File: src/rtl/alu_pkg.sv
// ============================================================================
// alu_pkg : shared types and defaults for the multi-precision add sequencer
// Revision: 1.0
// ============================================================================
`default_nettype none

package alu_pkg;

  typedef enum logic [1:0] {
    IDLE = 2'd0,
    RUN  = 2'd1,
    DONE = 2'd2
  } state_t;

  localparam int DWIDTH_DEF = 8;
  localparam int WORDS_DEF  = 4;

  function automatic int cnt_width(input int words);
    return (words <= 1) ? 1 : $clog2(words);
  endfunction

endpackage

`default_nettype wire

File: src/rtl/mp_add_seq_cla.sv
// ============================================================================
// mp_add_seq_cla : DWIDTH-bit carry look-ahead adder shared by the sequencer
// Revision: 1.0
// ============================================================================
`default_nettype none

module mp_add_seq_cla #(
  parameter int DWIDTH = 8
) (
  input  logic [DWIDTH-1:0] a,
  input  logic [DWIDTH-1:0] b,
  input  logic              ci,
  output logic [DWIDTH-1:0] sum,
  output logic              co
);

  logic [DWIDTH-1:0] g;
  logic [DWIDTH-1:0] p;

  assign g = a & b;
  assign p = a ^ b;

  // Carries expressed in generate/propagate form; flattened into look-ahead logic.
  always_comb begin : cla_carry
    logic c;
    c   = ci;
    sum = '0;
    for (int i = 0; i < DWIDTH; i++) begin
      sum[i] = p[i] ^ c;
      c      = g[i] | (p[i] & c);
    end
    co = c;
  end

endmodule

`default_nettype wire

File: src/rtl/mp_add_seq.sv
// ============================================================================
// mp_add_seq : WORDS*DWIDTH-bit add/subtract, one chunk per cycle LSB first
// Revision: 1.0
// ============================================================================
`default_nettype none

module mp_add_seq
  import alu_pkg::*;
#(
  parameter int DWIDTH = DWIDTH_DEF,
  parameter int WORDS  = WORDS_DEF
) (
  input  logic                    clk,
  input  logic                    rst_n,
  input  logic                    cmd_valid,
  output logic                    cmd_ready,
  input  logic [WORDS*DWIDTH-1:0] op_a,
  input  logic [WORDS*DWIDTH-1:0] op_b,
  input  logic                    sub,
  input  logic                    cin,
  output logic                    res_valid,
  input  logic                    res_ready,
  output logic [WORDS*DWIDTH-1:0] result,
  output logic                    carry_out,
  output logic                    overflow,
  output logic                    busy
);

  localparam int CW = cnt_width(WORDS);
  localparam int W  = WORDS * DWIDTH;
  localparam logic [CW-1:0] LAST = CW'(WORDS - 1);

  state_t            state, state_nx;
  logic              ready_en;
  logic [W-1:0]      a_q, b_q;
  logic              sub_q;
  logic [CW-1:0]     cnt;
  logic              carry_q;
  logic [DWIDTH-1:0] res_w   [WORDS];
  logic [DWIDTH-1:0] a_chunk [WORDS];
  logic [DWIDTH-1:0] b_chunk [WORDS];

  logic [DWIDTH-1:0] in1, in2, sum;
  logic              add_co;
  logic              cnt_last, accept, release_res;

  for (genvar i = 0; i < WORDS; i++) begin : g_chunk
    assign a_chunk[i]                  = a_q[i*DWIDTH +: DWIDTH];
    assign b_chunk[i]                  = b_q[i*DWIDTH +: DWIDTH];
    assign result[i*DWIDTH +: DWIDTH]  = res_w[i];
  end

  assign in1 = a_chunk[cnt];
  assign in2 = sub_q ? ~b_chunk[cnt] : b_chunk[cnt];

  mp_add_seq_cla #(.DWIDTH(DWIDTH)) u_adder (
    .a   (in1),
    .b   (in2),
    .ci  (carry_q),
    .sum (sum),
    .co  (add_co)
  );

  assign cnt_last    = (cnt == LAST);
  assign accept      = cmd_valid & cmd_ready;
  assign release_res = res_valid & res_ready;

  always_ff @(posedge clk or negedge rst_n) begin
    if (!rst_n) state <= IDLE;
    else        state <= state_nx;
  end

  always_comb begin
    state_nx  = state;
    cmd_ready = 1'b0;
    res_valid = 1'b0;
    busy      = 1'b0;
    case (state)
      IDLE: begin
        cmd_ready = ready_en;
        if (accept) state_nx = RUN;
      end
      RUN: begin
        busy = 1'b1;
        if (cnt_last) state_nx = DONE;
      end
      DONE: begin
        busy      = 1'b1;
        res_valid = 1'b1;
        if (release_res) state_nx = IDLE;
      end
      default: state_nx = IDLE;
    endcase
  end

  always_ff @(posedge clk or negedge rst_n) begin
    if (!rst_n) begin
      ready_en  <= 1'b0;
      a_q       <= '0;
      b_q       <= '0;
      sub_q     <= 1'b0;
      cnt       <= '0;
      carry_q   <= 1'b0;
      carry_out <= 1'b0;
      overflow  <= 1'b0;
      for (int i = 0; i < WORDS; i++) res_w[i] <= '0;
    end else begin
      ready_en <= 1'b1;
      if (accept) begin
        a_q       <= op_a;
        b_q       <= op_b;
        sub_q     <= sub;
        carry_q   <= sub ? 1'b1 : cin;
        cnt       <= '0;
        carry_out <= 1'b0;
        overflow  <= 1'b0;
        for (int i = 0; i < WORDS; i++) res_w[i] <= '0;
      end else if (state == RUN) begin
        res_w[cnt] <= sum;
        carry_q    <= add_co;
        cnt        <= cnt_last ? '0 : cnt + 1'b1;
        // Final chunk carries the sign bits used for the signed overflow flag.
        if (cnt_last) begin
          carry_out <= add_co;
          overflow  <= (in1[DWIDTH-1] == in2[DWIDTH-1]) &
                       (sum[DWIDTH-1] != in1[DWIDTH-1]);
        end
      end
    end
  end

endmodule

`default_nettype wire
File: config.mk
export PLATFORM = sky130hd
export DESIGN_NAME = mp_add_seq
export DESIGN_NICKNAME = d
export VERILOG_FILES = /design/src/rtl/alu_pkg.sv /design/src/rtl/mp_add_seq_cla.sv /design/src/rtl/mp_add_seq.sv
export SDC_FILE = /design/constraint.sdc
export NUM_CORES = 1
export LEC_CHECK = 0
export ABC_AREA = 1
export ABC_CLOCK_PERIOD_IN_PS = 10600
export CAP_MARGIN = 30
export CORE_MARGIN = 2
export CORE_UTILIZATION = 51
export DETAILED_ROUTE_END_ITERATION = 16
export PLACE_DENSITY = 0.8
export SETUP_SLACK_MARGIN = 0.4
export SYNTH_ARGS = -nofsm -noshare
export SYNTH_HDL_FRONTEND = slang
export SYNTH_SLANG_ARGS = --single-unit
File: constraint.sdc
create_clock -name clk -period 10.6 [get_ports clk]
set_clock_uncertainty 0.2 [all_clocks]
set_input_delay 1.59 -clock clk [delete_from_list [all_inputs] [get_ports clk]]
set_output_delay 1.59 -clock clk [all_outputs]
set_load 0.02 [all_outputs]
# == Word level (Yosys, flattened, before mapping) ==
# Cells that the tools add are included.
# word_totals
elab_cells,93
output_inout_bits,37
in_bits,70
regBits,105
# op_classes
n_mux,31
n_bitwise,31
n_eq_ne,8
addsub,1
reduce_logical,7
magnitude_cmp,2
# op_table
cell,count
two-way mux 32 bit,2
two-way mux 8 bit,6
binary-select mux 8 bit (select 2 bit),2
bitwise mux 32 bit,1
demux 8 bit (select 2 bit),1
two-way mux 1 bit,12
two-way mux 2 bit,6
AND 1 bit,11
AND 8 bit,1
inverter 8 bit,1
bitwise OR 1 bit,8
bitwise XOR 1 bit,8
bitwise XOR 8 bit,1
inequality test 2 bit (second input constant),3
one-hot mux 2 bit (3 select lines),1
== test 2 bit (second input constant),2
nonzero test 2 bit,2
greater-or-equal comparator 3 bit (second input constant),1
less-than comparator 3 x 1 -> 1 bit (second input constant),1
inverter 2 -> 3 bit,1
AND reduction 3 bit,1
adder 2 x 1 -> 2 bit (second input constant),1
== test 2 x 1 -> 1 bit (second input constant),1
logical NOT 2 bit,1
5 further kinds,5

# == Logic depth before layout (Yosys ltp) ==
# Gate-level depths: netlist of the first run.
# depth
word_depth,27
mapped_depth,19
mapped_depth_nobuf,17

# == Hierarchy ==
# A second synthesis of the first run with hierarchy kept.
# hier_totals
cells_unflattened,436
hier_area_um2,4832.1
# by_module_without_submodules
module,area_each_um2,n_inst,cells_per_inst,seq_area_each_um2
mp_add_seq,4634.4,1,418,2627.5
mp_add_seq_cla,197.7,1,18,0.0

# == Least setup slack after synthesis of the first run ==
# OpenSTA, ideal clock, no wires.
# synth_path
kind,register to register
startpoint,register cnt[0]
endpoint,register overflow
t_arrival_ns,4.520
setup_slack_ns,5.763
path_buffers,2
path_stages_with_launch,18
path_cell_list,dfrtp_1 -> buf_4 -> inv_2 -> buf_4 -> nand2_1 -> a32o_1 -> fa_1 -> fa_1 -> fa_1 -> fa_1 -> fa_1 -> fa_1 -> fa_1 -> fa_1 -> inv_1 -> nand3_1 -> nand3_1 -> nand2_1
# synth_via
elab_chain_len,27
elab_cells_between_ends,35
classes_between,eq/ne: 3; mux: 10; bitwise: 20; reduce/logical: 2
# synth_lines
element,line,text
from (decl),mp_add_seq.sv:37,logic [CW-1:0] cnt;
from (signal assigned),mp_add_seq.sv:121,cnt <= cnt_last ? '0 : cnt + 1'b1;
inverter 2 -> 3 bit (not written as such),"mp_add_seq.sv:53, mp_add_seq.sv:54",
binary-select mux 8 bit (select 2 bit),mp_add_seq.sv:54,assign in2 = sub_q ? ~b_chunk[cnt] : b_chunk[cnt];
two-way mux 8 bit (not written as such) (2 in a row),mp_add_seq.sv:54,
inverter 8 bit,mp_add_seq.sv:54,
two-way mux 8 bit,mp_add_seq.sv:54,
bitwise XOR 8 bit,mp_add_seq_cla.sv:21,assign p = a ^ b;
AND 1 bit,mp_add_seq_cla.sv:30,c = g[i] | (p[i] & c);
bitwise OR 1 bit,mp_add_seq_cla.sv:30,
[10 not listed],n/a,
AND 1 bit,mp_add_seq_cla.sv:30,
bitwise OR 1 bit,mp_add_seq_cla.sv:30,
bitwise XOR 1 bit,mp_add_seq_cla.sv:29,sum[i] = p[i] ^ c;
inequality test 1 bit,mp_add_seq.sv:126,(sum[DWIDTH-1] != in1[DWIDTH-1]);
AND 1 bit,mp_add_seq.sv:125,overflow <= (in1[DWIDTH-1] == in2[DWIDTH-1]) &
two-way mux 1 bit,mp_add_seq.sv:123,if (cnt_last) begin
two-way mux 1 bit,mp_add_seq.sv:118,end else if (state == RUN) begin
two-way mux 1 bit,mp_add_seq.sv:109,if (accept) begin
to (signal assigned),mp_add_seq.sv:125,
to (decl),mp_add_seq.sv:25,"output logic overflow,"
# Parallel ways exist; a longest one is shown, timed or not. The select of a mux whose other input is x is not followed.
# A chain may end at the register's enable or synchronous reset.

# == Final worst setup path of the first run ==
# layout_path
startpoint,register cnt[0]
endpoint,register res_w (netlist bit result[7])
# layout_via
elab_chain_len,25
elab_cells_between_ends,34
classes_between,order compare: 2; mux: 12; bitwise: 19; reduce/logical: 1
# layout_lines
element,line,text
inverter 2 -> 3 bit (not written as such) (*),"mp_add_seq.sv:53, mp_add_seq.sv:54, mp_add_seq.sv:119",
binary-select mux 8 bit (select 2 bit),mp_add_seq.sv:54,
two-way mux 8 bit (not written as such) (2 in a row),mp_add_seq.sv:54,
inverter 8 bit,mp_add_seq.sv:54,
two-way mux 8 bit,mp_add_seq.sv:54,
bitwise XOR 8 bit,mp_add_seq_cla.sv:21,
AND 1 bit,mp_add_seq_cla.sv:30,
bitwise OR 1 bit,mp_add_seq_cla.sv:30,
[8 not listed],n/a,
AND 1 bit,mp_add_seq_cla.sv:30,
bitwise OR 1 bit,mp_add_seq_cla.sv:30,
AND 1 bit,mp_add_seq_cla.sv:30,
bitwise OR 1 bit,mp_add_seq_cla.sv:30,
bitwise XOR 1 bit,mp_add_seq_cla.sv:29,
bitwise mux 32 bit (*),mp_add_seq.sv:119,res_w[cnt] <= sum;
two-way mux 32 bit (*),mp_add_seq.sv:118,
two-way mux 32 bit (*),mp_add_seq.sv:109,
"to (signal, indexed assignment)",mp_add_seq.sv:119,
to (decl),mp_add_seq.sv:39,logic [DWIDTH-1:0] res_w [WORDS];
# Mark *: on every way between the ends. The rest lies on a longest branch, timed or not. The select of a mux whose other input is x is not followed.

==> results of run 1 <==
==> flip-flops by register name (all words and copies together) (netlist names) <==
register / count
a_q: 32
b_q: 32
result: 32
cnt: 2
state: 2
carry_out: 1
carry_q: 1
overflow: 1
ready_en: 1
sub_q: 1
==> power breakdown <==
| group | switching, mW | internal, mW |
|---|---|---|
| logic | 0.709 | 0.431 |
| registers | 0.115 | 0.573 |
| clock network | 0.132 | 0.116 |
==> per-layer routing <==
| layer | global-route usage [%] | up-vias | part of all wire (%) |
|---|---|---|---|
| li1 | - | 2062 | - |
| met1 | 33.6 | 2015 | 45 |
| met2 | 37.2 | 132 | 48 |
| met3 | 5.24 | 11 | 5.2 |
| met4 | 6.28 | 0 | 1.3 |
| met5 | 0 | - | 0 |
==> layout by cell type, fill, tap and decap left out <==
| cell | synthesis | final |
|---|---|---|
| nand2_1 | 302 | 302 |
| dfrtp_1 | 105 | 105 |
| clkdlybuf4s50_1 | 0 | 105 |
| nand3_1 | 44 | 44 |
| a21oi_1 | 30 | 30 |
| inv_1 | 23 | 23 |
| o21ai_0 | 10 | 10 |
| clkbuf_8 | 0 | 10 |
| xor2_1 | 8 | 8 |
| fa_1 | 8 | 8 |
| ha_1 | 8 | 8 |
| a32o_1 | 7 | 7 |
| nor2_1 | 6 | 6 |
| a211oi_1 | 5 | 5 |
| buf_4 | 12 | 5 |
| inv_2 | 4 | 4 |
| clkinvlp_4 | 0 | 3 |
| o21ai_1 | 2 | 2 |
| o31ai_1 | 2 | 2 |
| clkbuf_1 | 0 | 2 |
| nand3_2 | 1 | 1 |
| o211ai_2 | 1 | 1 |
| nor3_1 | 1 | 1 |
| bufinv_16 | 0 | 1 |
| conb_1 | 1 | 1 |
==> final cells by class <==
cell class	instances	area, um^2
Fill cell	833	3430
Clock inverter	4	52.6
Inverter	27	101
Timing Repair Buffer	110	1090
Tap cell	133	166
Sequential cell	105	2630
Clock buffer	12	145
Multi-Input combinational cell	436	2070
==> metrics by stage <==
stage	area, um^2	setup slack (ps)	utilization, %	hold WS [ps]	cells
finish	6250	5100	64.6	288	827
global placement	6050	5360	62.5	267	811
floorplan	5020	5760	-	249	602
detailed placement	6050	5170	62.5	266	811
global route	6250	4810	64.6	307	827
CTS	6250	5140	64.6	289	827
==> cell families (layout without fill, tap and decap cells) <==
| kind of cell | count (synthesis) | count (layout) |
|---|---|---|
| flip-flops | 105 | 105 |
| adder cells (fa/ha/maj) | 16 | 16 |
| other | 1 | 1 |
| AO/OA/AOI/OAI | 57 | 57 |
| buffers and inverters | 61 | 153 |
| AND/OR/NAND/NOR | 354 | 354 |
| XOR/XNOR | 8 | 8 |
==> worst register-to-register path, cell delays in order (launching register included) <==
cell	delay, ps
dfrtp_1	370
buf_4	240
inv_2	450
nand2_1	120
nand3_1	100
nand2_1	70
xor2_1	150
fa_1	400
fa_1	420
fa_1	400
fa_1	400
fa_1	390
fa_1	400
fa_1	410
fa_1	500
inv_1	140
nand3_1	100
a21oi_1	170
==> worst paths after layout <==
| path | end | slack [ps] | startpoint | depth (start not counted) |
|---|---|---|---|---|
| max in group asynchronous | b_q[24]$_DFFE_PN0P_ | 8050 | rst_n | 2 |
| worst max register to register | result[7]$_DFFE_PN0P_ | 5100 | cnt[0]$_DFFE_PN0P_ | 17 |
| min in group asynchronous | result[4]$_DFFE_PN0P_ | 1010 | rst_n | 1 |
| worst max-delay path | result[7]$_DFFE_PN0P_ | 5100 | cnt[0]$_DFFE_PN0P_ | 17 |
| worst min-delay path | a_q[12]$_DFFE_PN0P_ | 290 | a_q[12]$_DFFE_PN0P_ | 2 |
| worst min register to register | a_q[12]$_DFFE_PN0P_ | 290 | a_q[12]$_DFFE_PN0P_ | 2 |
==> run metrics, run 1 <==
HPWL after DPL 8620 um; initial antenna violation count 0; # DRC 0; total gr overflow 0; Starting Density 51.9%; Synth Instances 602; Post-synth top flop dfrtp_1; core box area 0.00968 mm^2; cell row count 36; xor/xnor cell area share of the yosys netlist 1.39%; adder-cell area share of the yosys netlist 5.18%; first-pass GRT wire length 19500 um; CTS tree yes; post-synth design cell area 0.00502 mm^2; synthesized area per cell 8.34 um^2; slowest stage cell, crit path fa_1; Nets 775; synth cell count leaders nand2_1 (302), dfrtp_1 (105), nand3_1 (44); gr usage total 23.6%; Final ANT Viol Nets 0; CTS root buf clkbuf_8; Area growth syn-to-layout 24.5%; post-synthesis mux area share 0%; largest family of logic cells by synthesized area simple AND/OR/NAND/NOR gates; Slew Limit Fails 0; worst-path cell chain buf_4 -> inv_2 -> nand2_1 -> nand3_1 -> nand2_1 -> xor2_1 -> fa_1 -> fa_1 -> fa_1 -> fa_1 -> fa_1 -> fa_1 -> fa_1 -> fa_1 -> inv_1 -> nand3_1 -> a21oi_1; largest net degree at the start of global routing 76; async set-or-reset flop fraction in the synthesized netlist 100%; ranking of synthesized cells by area dfrtp_1 (52%), nand2_1 (23%), nand3_1 (4.4%), fa_1 (3.2%), a21oi_1 (3.0%); WP buf/inv 3; wire per inst 14.0 um; DRT iter0 DRCs 227; max incr delay on CP 500 ps; GP Congestion 0.868; RSZ-0062 raised after global routing false; register area share after synthesis 52.3%; fin crit period 5500 ps; Synth cell types 24; kind of critical path reg2reg; Worst Path Max Fanout 36; Final Hold Viols 0; Die W 103 um; Max VDD drop 0.155 mV; full die area 0.0107 mm^2; area fraction in compound gates after synthesis 6.87%; final setup vio count 0; number of detailed-route iterations in the first pass 5; Post-synth EDFFs 0; Clk Latency, worst-skew pair 370 ps; status complete, no violations; vias in the first global route 4111; CP most frequent cell fa_1; CTS Sinks 105; Port Buf Inserts 106; # hold bufs at CTS 0; layout cells sized above 1 3.60%; Max Cap Viol 0; area leader, netlist dfrtp_1; Slew Limit Headroom 38.8%; type of origin of the critical path flip-flop; total CTS buffers 9; vias per cell 5.10; clock buffer depth 2; diodes inserted 0; final wirelength 11600 um; via count 4220; fmax 182 MHz; Pleak 3.04 nW; Die Ht 103 um; crit path DAT 5600 ps; Hold Crit Class reg2reg; cell family with most CP delay adder cells; CTS-repair resized insts 0; YS warnings 0; clk slew on worst S/H paths 100 ps; Worst-Margin Slew 918 ps; Boundary Pins 107; share of the synthesized area in the top cell type 52.3%; Synth Area in Simple Gates 27.7%; postcts setup bufs 0; Worst EP required 10690 ps; setup_tns 0 ps; H-tree Lvls 3; PwrDens 332 mW/mm^2; Seq cells post-synth 105; Syn Nets 688; crit end category flip-flop; Tot Pwr 2.08 mW; count leader, synth nand2_1; Final period util 51.9%
Power figures use the tool's default switching activity.
==> inputs of run 2 (changes only) <==
- ABC_CLOCK_PERIOD_IN_PS: 10600 -> 4450
- CORE_UTILIZATION: 51 -> 46
- PLACE_DENSITY: 0.8 -> 0.76
- clock period: 10.6 -> 4.45 ns (I/O delays scaled with it)
==> run metrics, run 2 (synthesized netlist as in run 1, its figures left out) <==
diodes inserted 0; initial antenna violation count 0; dpl ws -33.4 ps; worst hold path depth 2; final wirelength 12200 um; Final ANT Viol Nets 0; Finished Core Util 61.3%; crit path DAT 4550 ps; Final Hold Viols 0; kind of critical path reg2reg; gr usage total 21.8%; # DRC 0; DRT iter0 DRCs 325; most frequent cells in the layout nand2_1 (298), dfrtp_1 (105), clkdlybuf4s50_1 (105); vias in the first global route 4109; fill cell count 952; GP Congestion 0.855; Max VDD drop 0.405 mV; Clk Latency, worst-skew pair 370 ps; reg-to-reg endpoint result[7]$_DFFE_PN0P_; Reg area 0.00263 mm^2; cell family with most CP delay adder cells; Worst Path Max Fanout 8; Worst-Margin Slew 992 ps; clk slew on worst S/H paths 100 ps; crit end category flip-flop; Die W 109 um; layout cells sized above 1 9.86%; CP most frequent cell fa_2; vias per cell 5.06; Final period util 102%; Pleak 3.19 nW; RSZ-0062 raised after global routing true; violated checks setup timing; Max Cap Viol 0; PwrDens 839 mW/mm^2; Boundary Pins 107; Tot Pwr 5.53 mW; Nets 791; Port Buf Inserts 106; wire per inst 14.3 um; core box area 0.0107 mm^2; Slew Limit Headroom 33.9%; CTS root buf clkbuf_8; cell row count 38; Die Ht 109 um; largest net degree at the start of global routing 80; slowest stage cell, crit path fa_2; CTS Sinks 105; FF-to-FF Start cnt[0]$_DFFE_PN0P_; Starting Density 46.8%; max incr delay on CP 590 ps; Worst EP required 4460 ps; r2r setup slk -90 ps; worst-path cell chain buf_12 -> clkinv_8 -> nand2_2 -> nand3_2 -> nand2_1 -> xor2_1 -> fa_2 -> fa_2 -> fa_2 -> fa_2 -> fa_2 -> fa_2 -> fa_2 -> fa_2 -> inv_4 -> nand3_1 -> a21oi_1; type of origin of the critical path flip-flop; full die area 0.0118 mm^2; hold path endpoint b_q[24]$_DFFE_PN0P_; CTS tree yes; Slew Limit Fails 0; H-tree Lvls 3; Area growth syn-to-layout 31.1%; setup_tns -286 ps; first-pass GRT wire length 20000 um; total gr overflow 0; clock buffer depth 2; status finished with violations; area of the multi-input gates 0.00217 mm^2; number of detailed-route iterations in the first pass 5; final setup vio count 5; via count 4299; Hold Crit Class reg2reg; WP buf/inv 3; most common cell after layout, fill and taps aside nand2_1; fmax 220 MHz; HPWL after DPL 8930 um; total CTS buffers 9; worst setup margin -90.0 ps; r2r worst-path depth 17; Hold Startpoint b_q[24]$_DFFE_PN0P_; fin crit period 4540 ps
-- run 2: changes by cell type in the layout (fill, tap and decap cells not counted), sizes merged --
cell and delta:
clkinv +1, clkbuf -3, inv +2, buf +15, bufinv +2, clkinvlp -2, dlygate4sd3 +1
-- run 2: through the flow --
| step | hold WS (ps) | area (um^2) | cells |
|---|---|---|---|
| 6_report | 288 | 6590 | 850 |
| 5_1_grt | 311 | 6590 | 850 |
| 4_1_cts | 275 | 6490 | 847 |
| 3_5_place_dp | 267 | 6210 | 830 |
| 3_3_place_gp | 265 | 6210 | 830 |
| 2_1_floorplan | 172 | 5080 | 602 |
-- run 2: layout make-up --
cell class              count  area share, %
flip-flops and latches    105           39.9
clock inverters             7           1.88
multi-input cells         436           33.0
well taps                 140           2.66
repair buffers            126           18.9
clock buffers               9           1.88
inverters                  27           1.80
-- run 2: routing by layer --
| metal | share of wire [%] | global-route usage, % |
|---|---|---|
| met2 | 47 | 34.3 |
| met5 | 0 | 0 |
| met4 | 1.0 | 5.13 |
| met1 | 46 | 31.3 |
| met3 | 6.1 | 4.22 |
-- run 2: worst reg2reg max path: stages (launching register included) --
cell and delay (ps):
dfrtp_1 420, buf_12 150, clkinv_8 60, nand2_2 50, nand3_2 50, nand2_1 60
xor2_1 150, fa_2 350, fa_2 350, fa_2 350, fa_2 350, fa_2 350
fa_2 350, fa_2 360, fa_2 590, inv_4 60, nand3_1 70, a21oi_1 90
-- run 2: repair_timing --
item,4_1_cts,5_1_grt
setup endpoints to repair,11,11
setup buffers,1,1
hold endpoints to repair,0,7
pin swaps,2,1
resized for setup,8,11
hold buffers,0,1
-- run 2: power by group --
group	internal, mW	leakage (nW)	switching [mW]
logic	1.28	1.74	1.91
clock network	0.380	0.121	0.333
registers	1.36	1.33	0.266
total	3.02	3.19	2.51
-- run 2: worst max-delay path by stage --
stage	startpoint	end	slack, ps	cells past startpoint
finish	cnt[0]$_DFFE_PN0P_	result[7]$_DFFE_PN0P_	-90	17
global route	cnt[0]$_DFFE_PN0P_	result[7]$_DFFE_PN0P_	-200	17
CTS	cnt[0]$_DFFE_PN0P_	result[23]$_DFFE_PN0P_	-10	15
detailed placement	cnt[0]$_DFFE_PN0P_	result[23]$_DFFE_PN0P_	-30	17
global placement	cnt[0]$_DFFE_PN0P_	result[15]$_DFFE_PN0P_	-4	17
floorplan	cnt[0]$_DFFE_PN0P_	overflow$_DFFE_PN0P_	-10	17
==> inputs of run 3 (changes only) <==
- CAP_MARGIN: 30 -> 25
==> results of run 3 <==
The final DEF is identical to that of run 2; final timing and power are the same.
